===== config.mk =====
export PLATFORM = sky130hd
export DESIGN_NAME = cache_controller
export DESIGN_NICKNAME = d
export VERILOG_FILES = /design/src/rtl/cache_controller_pkg.sv /design/src/rtl/cache_controller.sv
export SDC_FILE = /design/constraint.sdc
export NUM_CORES = 1
export LEC_CHECK = 0
export ABC_CLOCK_PERIOD_IN_PS = 3400
export CAP_MARGIN = 20
export CORE_AREA = 2 2 135 137
export CTS_CLUSTER_SIZE = 10
export DETAILED_ROUTE_END_ITERATION = 10
export DIE_AREA = 0 0 137 139
export SYNTH_ARGS = -nofsm -noshare
export SYNTH_HDL_FRONTEND = slang
export SYNTH_SLANG_ARGS = --single-unit
export TNS_END_PERCENT = 20

===== constraint.sdc =====
create_clock -name clk -period 3.4 [get_ports clk]
set_clock_uncertainty 0.15 [all_clocks]
set_input_delay 0.34 -clock clk [delete_from_list [all_inputs] [get_ports clk]]
set_output_delay 0.34 -clock clk [all_outputs]
set_load 0.02 [all_outputs]

===== src/rtl/cache_controller_pkg.sv =====
// Shared constants, state encoding and address helper
// for the MEM-stage cache controller.
package cache_controller_pkg;

    localparam int ADDR_BASE      = 1024;
    localparam int ADDR_LEN       = 32;
    localparam int DATA_LEN       = 32;
    localparam int BLOCK_LEN      = 64;
    localparam int CACHE_ADDR_LEN = 17;

    typedef enum logic [1:0] {
        IDLE    = 2'd0,
        RD_MISS = 2'd1,
        FILL    = 2'd2,
        WR      = 2'd3
    } state_e;

    // Word address relative to the base; wraps silently
    function automatic logic [CACHE_ADDR_LEN-1:0] to_cache_addr(
        input logic [ADDR_LEN-1:0] a
    );
        logic [ADDR_LEN-1:0] off;
        off = a - ADDR_LEN'(ADDR_BASE);
        return off[CACHE_ADDR_LEN+1:2];
    endfunction

endpackage


===== src/rtl/cache_controller.sv =====
// Write-through read-allocate controller between the
// MEM stage, the 2-way cache and the SRAM controller.
module cache_controller
    import cache_controller_pkg::*;
(
    input  logic                      clk,
    input  logic                      rst,
    input  logic                      rd_en,
    input  logic                      wr_en,
    input  logic [ADDR_LEN-1:0]       address,
    input  logic [DATA_LEN-1:0]       wdata,
    output logic [DATA_LEN-1:0]       rdata,
    output logic                      ready,
    output logic [CACHE_ADDR_LEN-1:0] cache_addr,
    output logic                      cache_rd_en,
    output logic                      cache_wr_en,
    output logic [BLOCK_LEN-1:0]      cache_wdata,
    output logic                      cache_inval,
    input  logic [DATA_LEN-1:0]       cache_rdata,
    input  logic                      cache_hit,
    output logic                      sram_rd_en,
    output logic                      sram_wr_en,
    output logic [ADDR_LEN-1:0]       sram_address,
    output logic [DATA_LEN-1:0]       sram_wdata,
    input  logic [BLOCK_LEN-1:0]      sram_rdata,
    input  logic                      sram_ready
);

    state_e               state_q, state_d;
    logic [BLOCK_LEN-1:0] blk_q, blk_d;

    assign cache_addr   = to_cache_addr(address);
    assign cache_wdata  = blk_q;
    assign sram_address = address;
    assign sram_wdata   = wdata;

    // Next state, captured block and handshake outputs;
    // everything is held quiet while reset is asserted
    always_comb begin
        state_d     = state_q;
        blk_d       = blk_q;
        ready       = 1'b1;
        rdata       = '0;
        cache_rd_en = 1'b0;
        cache_wr_en = 1'b0;
        cache_inval = 1'b0;
        sram_rd_en  = 1'b0;
        sram_wr_en  = 1'b0;
        if (rst) begin
            unique case (state_q)
                IDLE: begin
                    if (wr_en) begin
                        ready       = 1'b0;
                        cache_inval = 1'b1;
                        state_d     = WR;
                    end else if (rd_en) begin
                        if (cache_hit) begin
                            rdata       = cache_rdata;
                            cache_rd_en = 1'b1;
                        end else begin
                            ready   = 1'b0;
                            state_d = RD_MISS;
                        end
                    end
                end
                RD_MISS: begin
                    ready      = 1'b0;
                    sram_rd_en = 1'b1;
                    if (sram_ready) begin
                        blk_d   = sram_rdata;
                        state_d = FILL;
                    end
                end
                FILL: begin
                    cache_wr_en = 1'b1;
                    rdata       = cache_addr[0] ?
                                  blk_q[BLOCK_LEN-1:DATA_LEN] :
                                  blk_q[DATA_LEN-1:0];
                    state_d     = IDLE;
                end
                WR: begin
                    sram_wr_en = 1'b1;
                    ready      = sram_ready;
                    if (sram_ready) begin
                        state_d = IDLE;
                    end
                end
            endcase
        end
    end

    // State and block register; reset aborts any miss or write
    always_ff @(posedge clk or negedge rst) begin
        if (!rst) begin
            state_q <= IDLE;
            blk_q   <= '0;
        end else begin
            state_q <= state_d;
            blk_q   <= blk_d;
        end
    end

endmodule


== Word level (Yosys, flattened, before mapping) ==
Index checks and enable logic that the tools add are counted.
Cells by class
  equality and inequality tests: 7
  shift-type cells: 0
  divide/modulo/power cells: 0
  order comparisons: 0
  reductions and logical operators: 3
  add/subtract/negate cells: 1
  multiplexer cells: 30
  $mul: 0
  bitwise logic cells: 0
Operators with widths (count)
  $mux 32: 5
  $pmux 32 s2: 1
  $sub 19x11->19 const B: 1
  $mux 1: 17
  $mux 2: 5
  $pmux 2 s4: 1
  $ne 3x3->1 const B: 2
  $reduce_and 5->1: 1
  $eq 2x2->1 const B: 2
  $ne 2x2->1 const B: 2
  $pmux 1 s3: 1
  $reduce_and 3->1: 1
  $eq 2x1->1 const B: 1
  $logic_not 2->1: 1
Word-level totals
  memory bits (read-only): 0
  bits in registers: 66
  word-level logic and storage cells: 43
  latch bits: 0
  bits in writable memories: 0
  memories: 0

== Longest topological paths before layout ==
Gate-level depths: netlist (run 1).
  depth after elaboration: 5
  depth in mapped cells: 5

== Worst setup path after synthesis (run 1) ==
No wires, ideal clock.
  kind: input-to-output
  start point: in address[10]
  end point: out cache_addr[16]
  data required time: 2.910 ns
  stages: 5
  setup slack: 1.359 ns
  arrival time: 1.551 ns
  cells stage by stage: inv_1 -> ha_1 -> nor3b_1 -> nand3_1 -> xnor2_1
On the way
  longest elaborated chain between the ends: 1
Ends and longest elaborated chain
  start: declaration: line cache_controller.sv:10  | input logic [ADDR_LEN-1:0] address,
  $sub 19x11->19: line cache_controller_pkg.sv:23  | off = a - ADDR_LEN'(ADDR_BASE);
  end: declaration: line cache_controller.sv:14  | output logic [CACHE_ADDR_LEN-1:0] cache_addr,
No other way between the ends.

== Final worst setup path (run 1) ==
  start point: in rst
  end point: out rdata[31]
On the way
  longest elaborated chain between the ends: 1
Ends and longest elaborated chain
  start: declaration: line cache_controller.sv:7  | input logic rst,
  $mux 32: line cache_controller.sv:49  | if (rst) begin
  end: declaration: line cache_controller.sv:12  | output logic [DATA_LEN-1:0] rdata,
No other way between the ends.

==> results_dict.tcl, run 1 <==
set metrics [dict create \
    comb_power_share_pct 50.1 \
    remaining_drc_errors 0 \
    diodes 0 \
    cts_tree "yes" \
    hold_class "register to register" \
    crit_required_ns 2.91 \
    grt_pass1_vias 3412 \
    fin_crit_sh_pct 92.96 \
    fin_area_sq_mm 0.006287 \
    peakVddDrop_mv 0.3654 \
    coreArea_sq_mm 0.01766 \
    drtIter0Drc 36 \
    synth_cell_types 33 \
    drtPass1Iterations 4 \
    postCtsSetupRepairBufs 0 \
    nFillCells 1709 \
    clkSinkCount 66 \
    grt_max_degree 65 \
    yosys_register_bits 66 \
    dp_hpwl_microns 9905 \
    clk_latency_ns 0.33 \
    cpPeakStageDelay_ns 0.65 \
    p_seq_share_pct 29.6 \
    slew_headroom_pct 56.43 \
    syn_inst 323 \
    cp.arrival_ns 2.67 \
    period_needed_ns 3.161 \
    wirelength_microns 13200 \
    finalPower_mw 5.135 \
    max_cap_viol_count 0 \
    ys_async_sr_fraction_pct 100.0 \
    p_sw_share_pct 37.66 \
    internal-power_mw 3.202 \
    setup-violations-final 0 \
    rsz0062_at_grt "false" \
    grt_pass1_wl_microns 19180 \
    vias_per_cell 4.333 \
    path_delay_family "buffers and inverters" \
    die_height_microns 139 \
    p_leak_nw 2.557 \
    path_max_fanout 26 \
    crit_chain "dlygate4sd3_1, buf_4, buf_4, nand3b_1, buf_4, o2bb2ai_1, clkdlybuf4s50_1" \
    num_rows 49 \
    path_buf_inv 5 \
    dpl_cell_area_sq_mm 0.005949 \
    grtUsageTotal_pct 13.37 \
    regToRegSetupSlack_ns 1.54 \
    crit_cells 7 \
    yosysWarnings 0 \
    wl_per_cell_microns 18.31 \
    synth-seq-area-share_pct 42.65 \
    critical_path.startpoint "rst" \
    r2r_end "cache_wdata[8]" \
    avgSynthCellArea_sq_um 11.99 \
    synth_flop_cell "dfrtp_1" \
    synthToLayoutAreaGrowth_pct 62.36 \
    start_util_pct 21.93 \
    drive_gt1_share_pct 18.09 \
    r2r_cells 4 \
    endpoint_kind "output port" \
    cts_made_buffers 9 \
    dieArea_sq_mm 0.01904 \
    synth_edf_count 0 \
    ios 349 \
    path_class "input pin to output port" \
    status "finished, final reports clean" \
    rr_startpoint "state_q[1]" \
    gp_congestion 0.7514 \
    cts.htree.levels 3 \
    clock-root-buffer "clkbuf_16" \
    clk_pin_slew_ns 0.06 \
    endpoint "rdata[31]" \
    final_antenna_net_count 0 \
    path_common_cell "buf_4" \
    cts_buffer_depth 2 \
    tightest_slew_ns 0.6536 \
    die_w_microns 137 \
    clkPwrFrac_pct 20.3 \
    io_buffer_count 233 \
    overflow 0 \
    slowest_stage "clkdlybuf4s50_1" \
    antenna_found_initial 0 \
    syn-num-nets 490 \
    power_switching_mw 1.934 \
    max_freq_mhz 316.4 \
    num_vias 3124 \
    p_per_area_mw_per_mm2 816.8 \
    finalSetupTns_ns 0 \
    nets 654 \
    hold_viol 0 \
    syn_area_sq_mm 0.003872 \
    start_kind "input pin" \
    maxSlewViolCount 0 \
]
power by group through the flow:
stage	registers, mW	clock network, mW	logic [mW]
floorplan	1.91	0	0.933
global placement	1.51	0	2.58
detailed placement	1.53	0	2.60
CTS	1.53	1.09	2.62
global route	1.57	1.11	2.73
finish	1.52	1.05	2.57
state kept, by name (all words and copies together), names as in the netlist:
signal and flops:
cache_wdata 64, state_q 2
area by class of cell:
cell class / instances / area, sq um / area share, %
multi-input combinational: 164 / 1587 / 25.23
clock buffer: 9 / 225.2 / 3.582
inverter: 4 / 15.01 / 0.2388
timing repair buffer: 242 / 2420 / 38.49
tap: 229 / 286.5 / 4.557
sequential: 66 / 1652 / 26.27
clock inverter: 7 / 102.6 / 1.632
worst min path at each step:
stage | slack (ns) | endpoint | depth (start not counted) | startpoint
global route | 0.40 | cache_wdata[39] | 1 | cache_wdata[39]
floorplan | -0.11 | cache_wdata[0] | 0 | rst
global placement | 0.22 | state_q[0] | 2 | rst
finish | 0.38 | cache_wdata[39] | 1 | cache_wdata[39]
detailed placement | 0.23 | state_q[0] | 2 | rst
CTS | 0.38 | cache_wdata[39] | 1 | cache_wdata[39]
stage by stage:
| stage | std cells | hold WS [ns] | setup slack, ns | util [%] |
|---|---|---|---|---|
| after global placement | 704 | 0.2173 | 0.4735 | 33.69 |
| after detailed placement | 704 | 0.2265 | 0.4686 | 33.69 |
| after global routing | 721 | 0.4036 | 0.08193 | 35.61 |
| final | 721 | 0.3763 | 0.2394 | 35.61 |
| after floorplan | 323 | -0.1056 | 1.359 | - |
| after CTS | 721 | 0.3817 | 0.1187 | 35.61 |
cell families (layout without fill, tap and decap cells):
kind of cell             count (synthesis)  count (layout)  synth area share [%]
flip-flops                              66              66                 42.65
AO/OA/AOI/OAI                           38              38                 8.207
XOR/XNOR                                 6               6                 1.357
AND/OR/NAND/NOR                         22              22                 3.910
adder cells (fa/ha/maj)                  1               1                0.3231
buffers and inverters                   93             262                 16.38
multiplexers                            97              97                 27.17
worst reg2reg max path: stages, from the launching register on:
cell and delay (ns):
dfrtp_1 0.42, and2b_2 0.29, nand3_4 0.10, buf_12 0.32, mux2_2 0.47
cell usage in the layout (no fill, tap or decap), types with 2 or more instances in the layout:
cell and instances:
clkdlybuf4s50_1 231, dfrtp_1 66, mux2_2 60, mux2i_1 32, o2bb2ai_1 32, clkbuf_16 9, buf_4 7, nand2_1 6
mux2_1 5, inv_1 4, xor2_1 4, nor2_1 3, clkinv_4 3, xnor2_1 2, o21ai_0 2, bufinv_16 2
buf_12 2
what timing repair did:
item / 4_1_cts / 5_1_grt
resized for setup: 0 / 0
endpoints found under the hold margin: 19 / 0
hold buffers: 1 / 0
Yosys cell counts (2+ instances only):
library cell / instances / share of area (%)
clkbuf_1: 4 / 0.39
xor2_1: 4 / 0.90
mux2_1: 5 / 1.5
inv_1: 4 / 0.39
nor2_1: 3 / 0.29
buf_4: 72 / 14
dfrtp_1: 66 / 43
buf_2: 12 / 1.6
mux2i_1: 32 / 8.3
mux2_2: 60 / 17
xnor2_1: 2 / 0.45
o21ai_0: 2 / 0.26
nand2_1: 6 / 0.58
o2bb2ai_1: 32 / 7.2
layer usage:
| metal | vias up | share of wire [%] | global-route usage [%] |
|---|---|---|---|
| li1 | 1410 | - | - |
| met1 | 1490 | 37 | 14.34 |
| met2 | 196 | 49 | 22.65 |
| met3 | 28 | 12 | 5.885 |
| met4 | 0 | 2.0 | 5.697 |
| met5 | - | 0 | 0 |
No activity file was read; power rests on OpenSTA's default activity.
==> inputs of run 2 (changes only) <==
GPL_ROUTABILITY_DRIVEN = 0   (was default)
==> results of run 2 <==
No change in the layout: final DEF, timing and power equal those of run 1.
